[src/rtl/inst_fetcher.sv]
// inst_fetcher: single-outstanding instruction fetch front-end, optional 2-bit BHT under `BRANCH_PRED_EN`.
// Latency: accept -> next ins_ready = 2 cycles + memory latency; dec_stall holds the instruction, rdy_in=0 freezes all state.
module inst_fetcher #(
    parameter int          BHT_BITS = 6,
    parameter logic [31:0] RESET_PC = 32'h0
) (
    input  logic        clk_in,
    input  logic        rst_in,
    input  logic        rdy_in,
    output logic        mem_req,
    output logic [31:0] mem_addr,
    input  logic        mem_done,
    input  logic [31:0] mem_data,
    output logic        ins_ready,
    output logic [31:0] ins,
    output logic [31:0] pc,
    output logic        pred_jump,
    input  logic        dec_stall,
    input  logic        dec_clear,
    input  logic [31:0] dec_new_addr,
    input  logic        rob_clear,
    input  logic [31:0] rob_new_addr,
    input  logic        br_upd_valid,
    input  logic [31:0] br_upd_pc,
    input  logic        br_upd_taken
);
    localparam logic [6:0] OP_BRANCH = 7'b1100011;

    typedef enum logic [1:0] {IDLE, WAIT, HOLD} state_t;

    state_t      state;
    logic [31:0] fetch_pc;
    logic        drop;

    logic        redirect;
    logic [31:0] redirect_addr;
    logic        accept;
    logic [31:0] next_pc;
    logic        fetch_pred;

    assign redirect      = rob_clear | dec_clear;
    assign redirect_addr = rob_clear ? rob_new_addr : dec_new_addr;
    assign accept        = ins_ready & ~dec_stall;

`ifdef BRANCH_PRED_EN
    localparam int BHT_N = 2 ** BHT_BITS;

    logic [1:0]          bht [BHT_N];
    logic [BHT_BITS-1:0] upd_idx;
    logic [31:0]         b_imm;

    assign upd_idx    = br_upd_pc[BHT_BITS+1:2];
    // Prediction is sampled from the incoming word, so a same-cycle update is not yet visible.
    assign fetch_pred = (mem_data[6:0] == OP_BRANCH) & bht[mem_addr[BHT_BITS+1:2]][1];
    assign b_imm      = {{20{ins[31]}}, ins[7], ins[30:25], ins[11:8], 1'b0};
    assign next_pc    = ((ins[6:0] == OP_BRANCH) && pred_jump) ? pc + b_imm : pc + 32'd4;

    always_ff @(posedge clk_in or negedge rst_in) begin
        if (!rst_in) begin
            for (int i = 0; i < BHT_N; i++) begin
                bht[i] <= 2'b01;
            end
        end else if (rdy_in && br_upd_valid) begin
            if (br_upd_taken && bht[upd_idx] != 2'b11) begin
                bht[upd_idx] <= bht[upd_idx] + 2'd1;
            end else if (!br_upd_taken && bht[upd_idx] != 2'b00) begin
                bht[upd_idx] <= bht[upd_idx] - 2'd1;
            end
        end
    end
`else
    assign fetch_pred = 1'b0;
    assign next_pc    = pc + 32'd4;
`endif

    logic unused_upd;
    assign unused_upd = ^{br_upd_valid, br_upd_taken, br_upd_pc};

    always_ff @(posedge clk_in or negedge rst_in) begin
        if (!rst_in) begin
            state     <= IDLE;
            mem_req   <= 1'b0;
            mem_addr  <= 32'd0;
            ins_ready <= 1'b0;
            ins       <= 32'd0;
            pc        <= 32'd0;
            pred_jump <= 1'b0;
            fetch_pc  <= RESET_PC;
            drop      <= 1'b0;
        end else if (rdy_in) begin
            case (state)
                IDLE: begin
                    if (redirect) begin
                        fetch_pc <= redirect_addr;
                    end else begin
                        mem_req  <= 1'b1;
                        mem_addr <= fetch_pc;
                        state    <= WAIT;
                    end
                end
                WAIT: begin
                    if (mem_done) begin
                        mem_req <= 1'b0;
                    end
                    // A redirect before the data arrives leaves the request in flight, marked for discard.
                    if (redirect) begin
                        fetch_pc <= redirect_addr;
                        drop     <= ~mem_done;
                        if (mem_done) begin
                            state <= IDLE;
                        end
                    end else if (mem_done) begin
                        if (drop) begin
                            drop  <= 1'b0;
                            state <= IDLE;
                        end else begin
                            ins       <= mem_data;
                            pc        <= mem_addr;
                            pred_jump <= fetch_pred;
                            ins_ready <= 1'b1;
                            state     <= HOLD;
                        end
                    end
                end
                HOLD: begin
                    if (redirect) begin
                        fetch_pc  <= redirect_addr;
                        ins_ready <= 1'b0;
                        state     <= IDLE;
                    end else if (accept) begin
                        fetch_pc  <= next_pc;
                        ins_ready <= 1'b0;
                        state     <= IDLE;
                    end
                end
                default: state <= IDLE;
            endcase
        end
    end
endmodule
[config.mk]
export PLATFORM = sky130hd
export DESIGN_NAME = inst_fetcher
export DESIGN_NICKNAME = d
export VERILOG_FILES = /design/src/rtl/inst_fetcher.sv
export SDC_FILE = /design/constraint.sdc
export NUM_CORES = 1
export LEC_CHECK = 0
export CAP_MARGIN = 40
export CORE_UTILIZATION = 57
export DETAILED_ROUTE_END_ITERATION = 6
export DONT_BUFFER_PORTS = 1
export PLACE_DENSITY = 0.82
export SYNTH_ARGS = -nofsm -noshare
export SYNTH_HDL_FRONTEND = slang
export SYNTH_SLANG_ARGS = --single-unit
[constraint.sdc]
create_clock -name clk_in -period 2 [get_ports clk_in]
set_clock_uncertainty 0.1 [all_clocks]
set_input_delay 0.4 -clock clk_in [delete_from_list [all_inputs] [get_ports clk_in]]
set_output_delay 0.4 -clock clk_in [all_outputs]
set_load 0.005 [all_outputs]
# Yosys cells after proc, flatten, opt, wreduce, memory -nomap -nowiden
# Cells that the tools add are included.
# classes
bitwise,6
n_eq_ne,8
muxes,23
addsub,1
n_reduce_logical,13
# ops
operator,n
$mux W32,4
$pmux W32 S2,1
$add A32 B3 Y32 const B,1
$mux W2,7
$reduce_and A4 Y1,3
$mux W1,8
$ne A2 B2 Y1 const B,4
$reduce_bool A2 Y1,4
$pmux W2 S3,1
$reduce_and A3 Y1,2
$reduce_and A6 Y1,1
$reduce_and A5 Y1,1
$not A1 Y1,4
$pmux W1 S2,2
$ne A3 B3 Y1 const B,1
$eq A2 B1 Y1 const B,1
$eq A2 B2 Y1 const B,1
$logic_not A2 Y1,1
$ne A2 B1 Y1 const B,1
$reduce_or A2 Y1,1
$and A1 B1 Y1,1
$or A1 B1 Y1,1
# totals
reg_bits,133
in_bits,137

# Depth between registers and ports, before layout
# Gate-level depths: netlist of run 1.
# logic_depth
depth_word,5
depth_mapped,8

# Worst setup path before layout of run 1
# Ideal clock, no wire load.
# synth_timing
path_kind,in2reg
startpoint,input port rob_clear
endpoint,register fetch_pc[20]
n_path_buf,2
slack_ps,-11
path_stages,7
t_required_ps,1768
t_arrival_ps,1780
cell_sequence,buf_2 > or4b_4 > o221ai_4 > buf_4 > nor3_1 > a21oi_1 > o21ai_1
# synth_via
elab_chain_cells,3
elab_cells_between_ends,8
cone_classes,eq/ne (2); mux (4); bitwise (1); reduce/logical (1)
# synth_lines
element,line_no,text
"start, declared",21,"input logic rob_clear,"
$or A1 B1 Y1 / $mux W32 (equally long branches),"41, 42",
"$ne A3 B3 Y1 (no source line), or another cell as far along",--,
$reduce_and A4 Y1 (no source line) / $pmux W32 S2 (equally long branches),--,
"end signal, assigned",94,fetch_pc <= redirect_addr;
"end signal, assigned",107,fetch_pc <= redirect_addr;
"end signal, assigned",127,fetch_pc <= redirect_addr;
"end, declared",32,logic [31:0] fetch_pc;
# Parallel ways exist; a longest one is shown, timed or not. The select of a mux whose other input is x is not followed.
# A chain may end at the register's enable or synchronous reset.

# Worst setup path after layout of run 1
# layout_timing
startpoint,register pc[2]
endpoint,register fetch_pc[22]
# layout_via
elab_chain_cells,4
# layout_lines
element,line_no,text
"start, declared",16,"output logic [31:0] pc,"
"start signal, assigned",118,pc <= mem_addr;
$add A32 B3 Y32,73,assign next_pc = pc + 32'd4;
$mux W32,130,end else if (accept) begin
$mux W32,126,if (redirect) begin
$pmux W32 S2,91,case (state)
"end signal, assigned",94,
"end signal, assigned",127,
"end signal, assigned",131,fetch_pc <= next_pc;
# No other way between the ends. The select of a mux whose other input is x is not followed.

==> metrics.yaml, run 1 <==
r2r_cells: 6
wl_per_cell_um: 20.3
die-height_um: 107
synth-seq-area-share_pct: 53.4
syn_area_per_cell_um2: 12.0
dpl_worst_slack_ps: 6.98
syn-cell-area_um2: 6230
gp_congestion: 0.813
diodes: 0
numPortBuffers: 0
cts_root_buf: "clkbuf_8"
grt.total_usage_pct: 27.7
clkLatencyLatePin_ps: 520
initial_core_util_pct: 59.6
grt_pass1_wl_um: 23500
grt_use_met1_pct: 33.0
synthDominantCellAreaShare_pct: 53.4
clkSlewWorstSetupHoldPaths_ps: 60
setup_tns_ps: 0
fin_crit_ps: 1890
clock-sinks: 133
synth-edff-count: 0
vias: 4339
grt_pass1_vias: 4577
drv_cap: 0
core-area_um2: 10500
synth_top_flop_cell: "dfrtp_1"
numCtsBuffers: 17
first_iter_violations: 201
grt_setup_unrepaired: "no"
syn_inst: 518
wl_um: 14800
drv_slew: 0
drc: 0
viasPerCell: 5.94
ir_drop_uv: 780
worstSetupStartpointType: "flip-flop"
worst_slack_ps: 108
fp.dieW_um: 107
required_ps: 2280
seq_area_um2: 3330
htreeDepth: 4
worstPathMaxFanout: 6
setup_viol: 0
busiest_layer: "met2"
power.leakage_nw: 3.45
fmaxAchievable_mhz: 529
post-synth-top-area-cell: "dfrtp_1"
timing.final.crit_share_pct: 94.6
drive_gt1_share_pct: 30.5
grt_max_degree: 134
syn_to_final_growth_pct: 20.7
synth_cell_types: 43
hold_class: "in -> async"
postCtsHoldBufs: 34
yosys-top-cells-area: "dfrtp_1 (53%), mux2_2 (17%), mux2i_1 (5.0%)"
grt_overflow: 0
syn_nets: 656
whs_ps: -532
ios: 236
std_cell_rows: 37
ys_top_cells_by_count: "dfrtp_1 (133), mux2_2 (92), nand2_1 (35)"
antenna_found_initial: 0
violations: "hold timing"
power.density_nw_per_um2: 1260
fp.dieArea_um2: 11400
multi_input_area_um2: 2710
num-fill-cells: 740
nets: 719
dp_hpwl_um: 9650
cp.arrival_ps: 2170
status: "complete, but fails checks"
yosysMostFrequentCell: "dfrtp_1"
yosys_warnings: 0
crit_path_end_kind: "flip-flop"
hold_viol_final: 133
antenna_left: 0
yosys_register_bits: 133
met2_usage_pct: 46.0
cts_tree: "yes"
cts_max_path_buffers: 2
crit_type: "reg -> reg"
groute.layer.met3.usage_pct: 10.1
drt_pass1_iterations: 4
ys_async_sr_fraction_pct: 100
utilization_pct: 71.9
==> critical path, stage by stage, from the launching register on <==
cell     delay [ps]
dfrtp_1         360
ha_1            180
inv_1            70
or4_4           620
nor3_4          200
xnor2_1         130
o21ai_1          90
==> cells by family after synthesis <==
logic type / after synthesis / share of synthesized area [%]
flops: 133 / 53.4
compound gates: 75 / 6.55
mux: 128 / 22.5
xor+xnor: 27 / 3.80
buf+inv: 39 / 3.37
simple gates: 114 / 10.1
other cells: 1 / 0.0602
fa+ha+maj: 1 / 0.201
==> sequential cells by signal, indices dropped and copies added, names as in the netlist <==
register	count
ins	32
ins_ready	1
mem_addr	32
pc	32
fetch_pc	32
state	2
mem_req	1
drop	1
==> metal layers <==
metal | wire, um | up-vias
li1 | - | 1951
met1 | 5860 | 2188
met2 | 7550 | 176
met3 | 1160 | 24
met4 | 276 | 0
met5 | 0 | -
==> final timing paths <==
check	startpoint	to	slack [ps]
worst max-delay path	pc[2]	fetch_pc[22]	110
min in group clk_in	rdy_in	state[1]	30
worst min register to register	fetch_pc[8]	fetch_pc[8]	370
worst min-delay path	rst_in	mem_addr[7]	-530
max in group asynchronous	rst_in	pc[24]	2140
worst max register to register	pc[2]	fetch_pc[22]	110
==> layout make-up <==
cell class                 instances  share of cell area, %
clock buffer                      17                   5.51
multi-input combinational        346                   36.0
inverter                           7                  0.349
tap                              136                   2.26
sequential                       133                   44.3
clock inverter                    15                   2.10
timing repair buffer              76                   9.55
==> power breakdown <==
group | internal, W | leakage, nW | switching, W
Sequential | 0.00365 | 1.70 | 0.000858
Combinational | 0.00115 | 1.48 | 0.000811
Clock | 0.00178 | 0.270 | 0.00121
Total | 0.00657 | 3.45 | 0.00288
==> stage by stage <==
| stage | hold WS [ps] | instances | area [um^2] | power [W] |
|---|---|---|---|---|
| floorplan | 4.41 | 518 | 6230 | 0.00563 |
| global placement | 6.80 | 662 | 6580 | 0.00629 |
| detailed placement | 7.08 | 662 | 6580 | 0.00642 |
| CTS | -552 | 728 | 7500 | 0.00949 |
| global route | -565 | 730 | 7520 | 0.00995 |
| finish | -532 | 730 | 7520 | 0.00945 |
==> repair_timing <==
item,in CTS,in global routing
endpoints found under the setup margin,2,25
pin swaps,0,1
gates resized for setup,1,3
buffers inserted,0,2
hold endpoints to repair,168,133
==> layout by cell type, fill, tap and decap left out, types with 2 or more instances in the layout <==
cell type	Yosys	routed
o21ai_0	23	23
inv_1	7	7
dlygate4sd3_1	0	34
xnor2_1	23	23
bufinv_16	0	2
mux2_2	92	92
a31oi_1	4	4
nand4_1	3	3
o21ai_1	17	17
nor2_1	24	24
clkinv_4	0	4
nor3_1	17	17
nand3_1	13	13
clkinv_2	0	3
inv_6	0	2
clkbuf_16	0	16
mux2i_1	31	31
nand2_1	35	34
and4_1	4	4
a21oi_1	27	27
mux2_1	5	5
buf_12	0	5
nor4_4	3	3
dfrtp_1	133	133
or4_4	1	2
buf_4	2	37
xor2_1	4	4
clkinvlp_4	0	4
No activity file was read; power rests on OpenSTA's default activity.
==> run 2: changes to the inputs <==
- CORE_UTILIZATION: 57 -> 55
- CTS_CLUSTER_SIZE: not set -> 25
- PLACE_DENSITY: 0.82 -> 0.8
==> run 2 against run 1 <==
The flow still finishes with violations (hold timing). Via count down 6.2%. Critical endpoint is now fetch_pc[15]. Non-clock buffer count decreased by 38. Largest power group unchanged. Flip-flop and latch count is the same. Global-route usage is 2.4 points lower. Critical path depth unchanged. Worst hold slack better by 120 ps. Die area increased by 3.6%. Final cell count decreased by 5.2%. Clock-buffer cell count grew 6. Largest cell class unchanged.
==> metrics.yaml, run 2 (same netlist as run 1, synthesis figures left out) <==
postCtsHoldBufs: 2  # -94%
cts_max_path_buffers: 2  # unchanged
gp_congestion: 0.798  # -1.8%
place_inst: 662  # unchanged
fp.dieW_um: 108  # +1.8%
nets: 681  # -5.3%
hold_viol_final: 133  # unchanged
crit_path_end_kind: "flip-flop"
final_common_cell: "dfrtp_1"
fmaxAchievable_mhz: 529  # about the same
first_iter_violations: 215  # +7.0%
power.density_nw_per_um2: 1290  # +2.4%
drive_gt1_share_pct: 30.6  # +0.14 points
grt_pass1_vias: 4321  # -5.6%
numPortBuffers: 0  # unchanged
syn_to_final_growth_pct: 13.9
fin_crit_ps: 1890  # -0.801 ps
clkLatencyLatePin_ps: 410  # -110 ps
drc: 0  # unchanged
violations: "hold timing"
place_area_um2: 6560  # -0.38%
grt_overflow: 0  # unchanged
die-height_um: 108  # +1.8%
vias: 4070  # -6.2%
ir_drop_uv: 955  # +22%
instances_no_fill: 692  # -5.2%
dp_hpwl_um: 9660  # about the same
worstSetupStartpointType: "flip-flop"
drv_cap: 0  # unchanged
htreeDepth: 4  # unchanged
cp.arrival_ps: 2080  # -90 ps
crit_type: "reg -> reg"
antenna_found_initial: 0  # unchanged
grt_max_degree: 134  # unchanged
timing.final.crit_share_pct: 94.5  # about the same
busiest_layer: "met2"
grt.total_usage_pct: 25.4  # -2.4 points
hold_class: "in -> async"
ios: 236  # unchanged
drt_pass1_iterations: 4  # unchanged
num-fill-cells: 822  # +11%
r2r_cells: 6  # unchanged
viasPerCell: 5.88  # -1.0%
status: "complete, but fails checks"
grt_pass1_wl_um: 22000  # -6.5%
power.leakage_nw: 3.25  # -5.6%
cts_tree: "yes"
cts_root_buf: "clkbuf_16"
clkSlewWorstSetupHoldPaths_ps: 50  # about the same
numCtsBuffers: 17  # unchanged
setup_viol: 0  # unchanged
grt_use_met1_pct: 28.4  # -4.7 points
initial_core_util_pct: 57.0  # -2.6 points
wl_per_cell_um: 20.5  # +0.62%
r2r_setup_slack_ps: 110  # about the same
core-area_um2: 10900  # +4.5%
clock-sinks: 133  # unchanged
setup_tns_ps: 0  # unchanged
drv_slew: 0  # unchanged
groute.layer.met3.usage_pct: 8.68  # -1.4 points
wl_um: 14200  # -4.6%
final_cell_mix: "dfrtp_1 (133), mux2_2 (92), nand2_1 (34)"
antenna_left: 0  # unchanged
required_ps: 2190  # -90 ps
std_cell_rows: 38  # +2.7%
design_area_um2: 7100  # -5.6%
met2_usage_pct: 44.8  # -1.2 points
whs_ps: -416  # +115 ps
worstPathMaxFanout: 32  # +26
fp.dieArea_um2: 11800  # +3.6%
grt_setup_unrepaired: "no"
utilization_pct: 64.9  # -7.0 points
diodes: 0  # unchanged
==> run 2: final timing paths <==
kind | endpoint | startpoint
setup / recovery | fetch_pc[15] | state[1]
hold / removal | ins[19] | rst_in
setup reg to reg | fetch_pc[15] | state[1]
hold reg to reg | fetch_pc[8] | fetch_pc[8]
max in group asynchronous | fetch_pc[17] | rst_in
min in group clk_in | ins[5] | mem_data[5]
==> run 2: report_power, final <==
part | internal, W | leakage (nW) | switching, W
registers | 0.00365 | 1.70 | 0.000849
clock network | 0.00167 | 0.256 | 0.00105
logic | 0.00111 | 1.30 | 0.000800
==> run 2: metal layers <==
| layer | vias to the layer above | wire length [um] |
|---|---|---|
| met2 | 149 | 7420 |
| met1 | 2025 | 5570 |
| li1 | 1881 | - |
| met4 | 0 | 165 |
| met3 | 15 | 1010 |
| met5 | - | 0 |
==> run 2: what timing repair did <==
action,CTS,global route
setup buffers,0,0
hold endpoints to repair,135,133
resized for setup,1,2
endpoints found under the setup margin,1,20
==> run 2: critical path, cell delays in order, from the launching register on <==
cell      delay (ps)
dfrtp_1          430
or4b_4           510
o221ai_4         230
buf_12           220
nor3_1            80
a21oi_1          120
o21ai_1           80
==> run 2: area by class of cell <==
class	count	area (um^2)	share of cell area [%]
clock buffers	23	488	6.87
clock inverters	5	27.5	0.388
inverters	7	26.3	0.370
multi-input cells	346	2700	38.0
flip-flops and latches	133	3330	46.9
well taps	140	175	2.47
repair buffers	38	353	4.97
==> run 2: stage by stage <==
step           setup WS (ps)  power, W
6_report                 109   0.00914
5_1_grt                 12.2   0.00961
4_1_cts                 66.2   0.00922
3_5_place_dp            14.6   0.00646
3_3_place_gp            34.9   0.00631
2_1_floorplan           18.2   0.00563
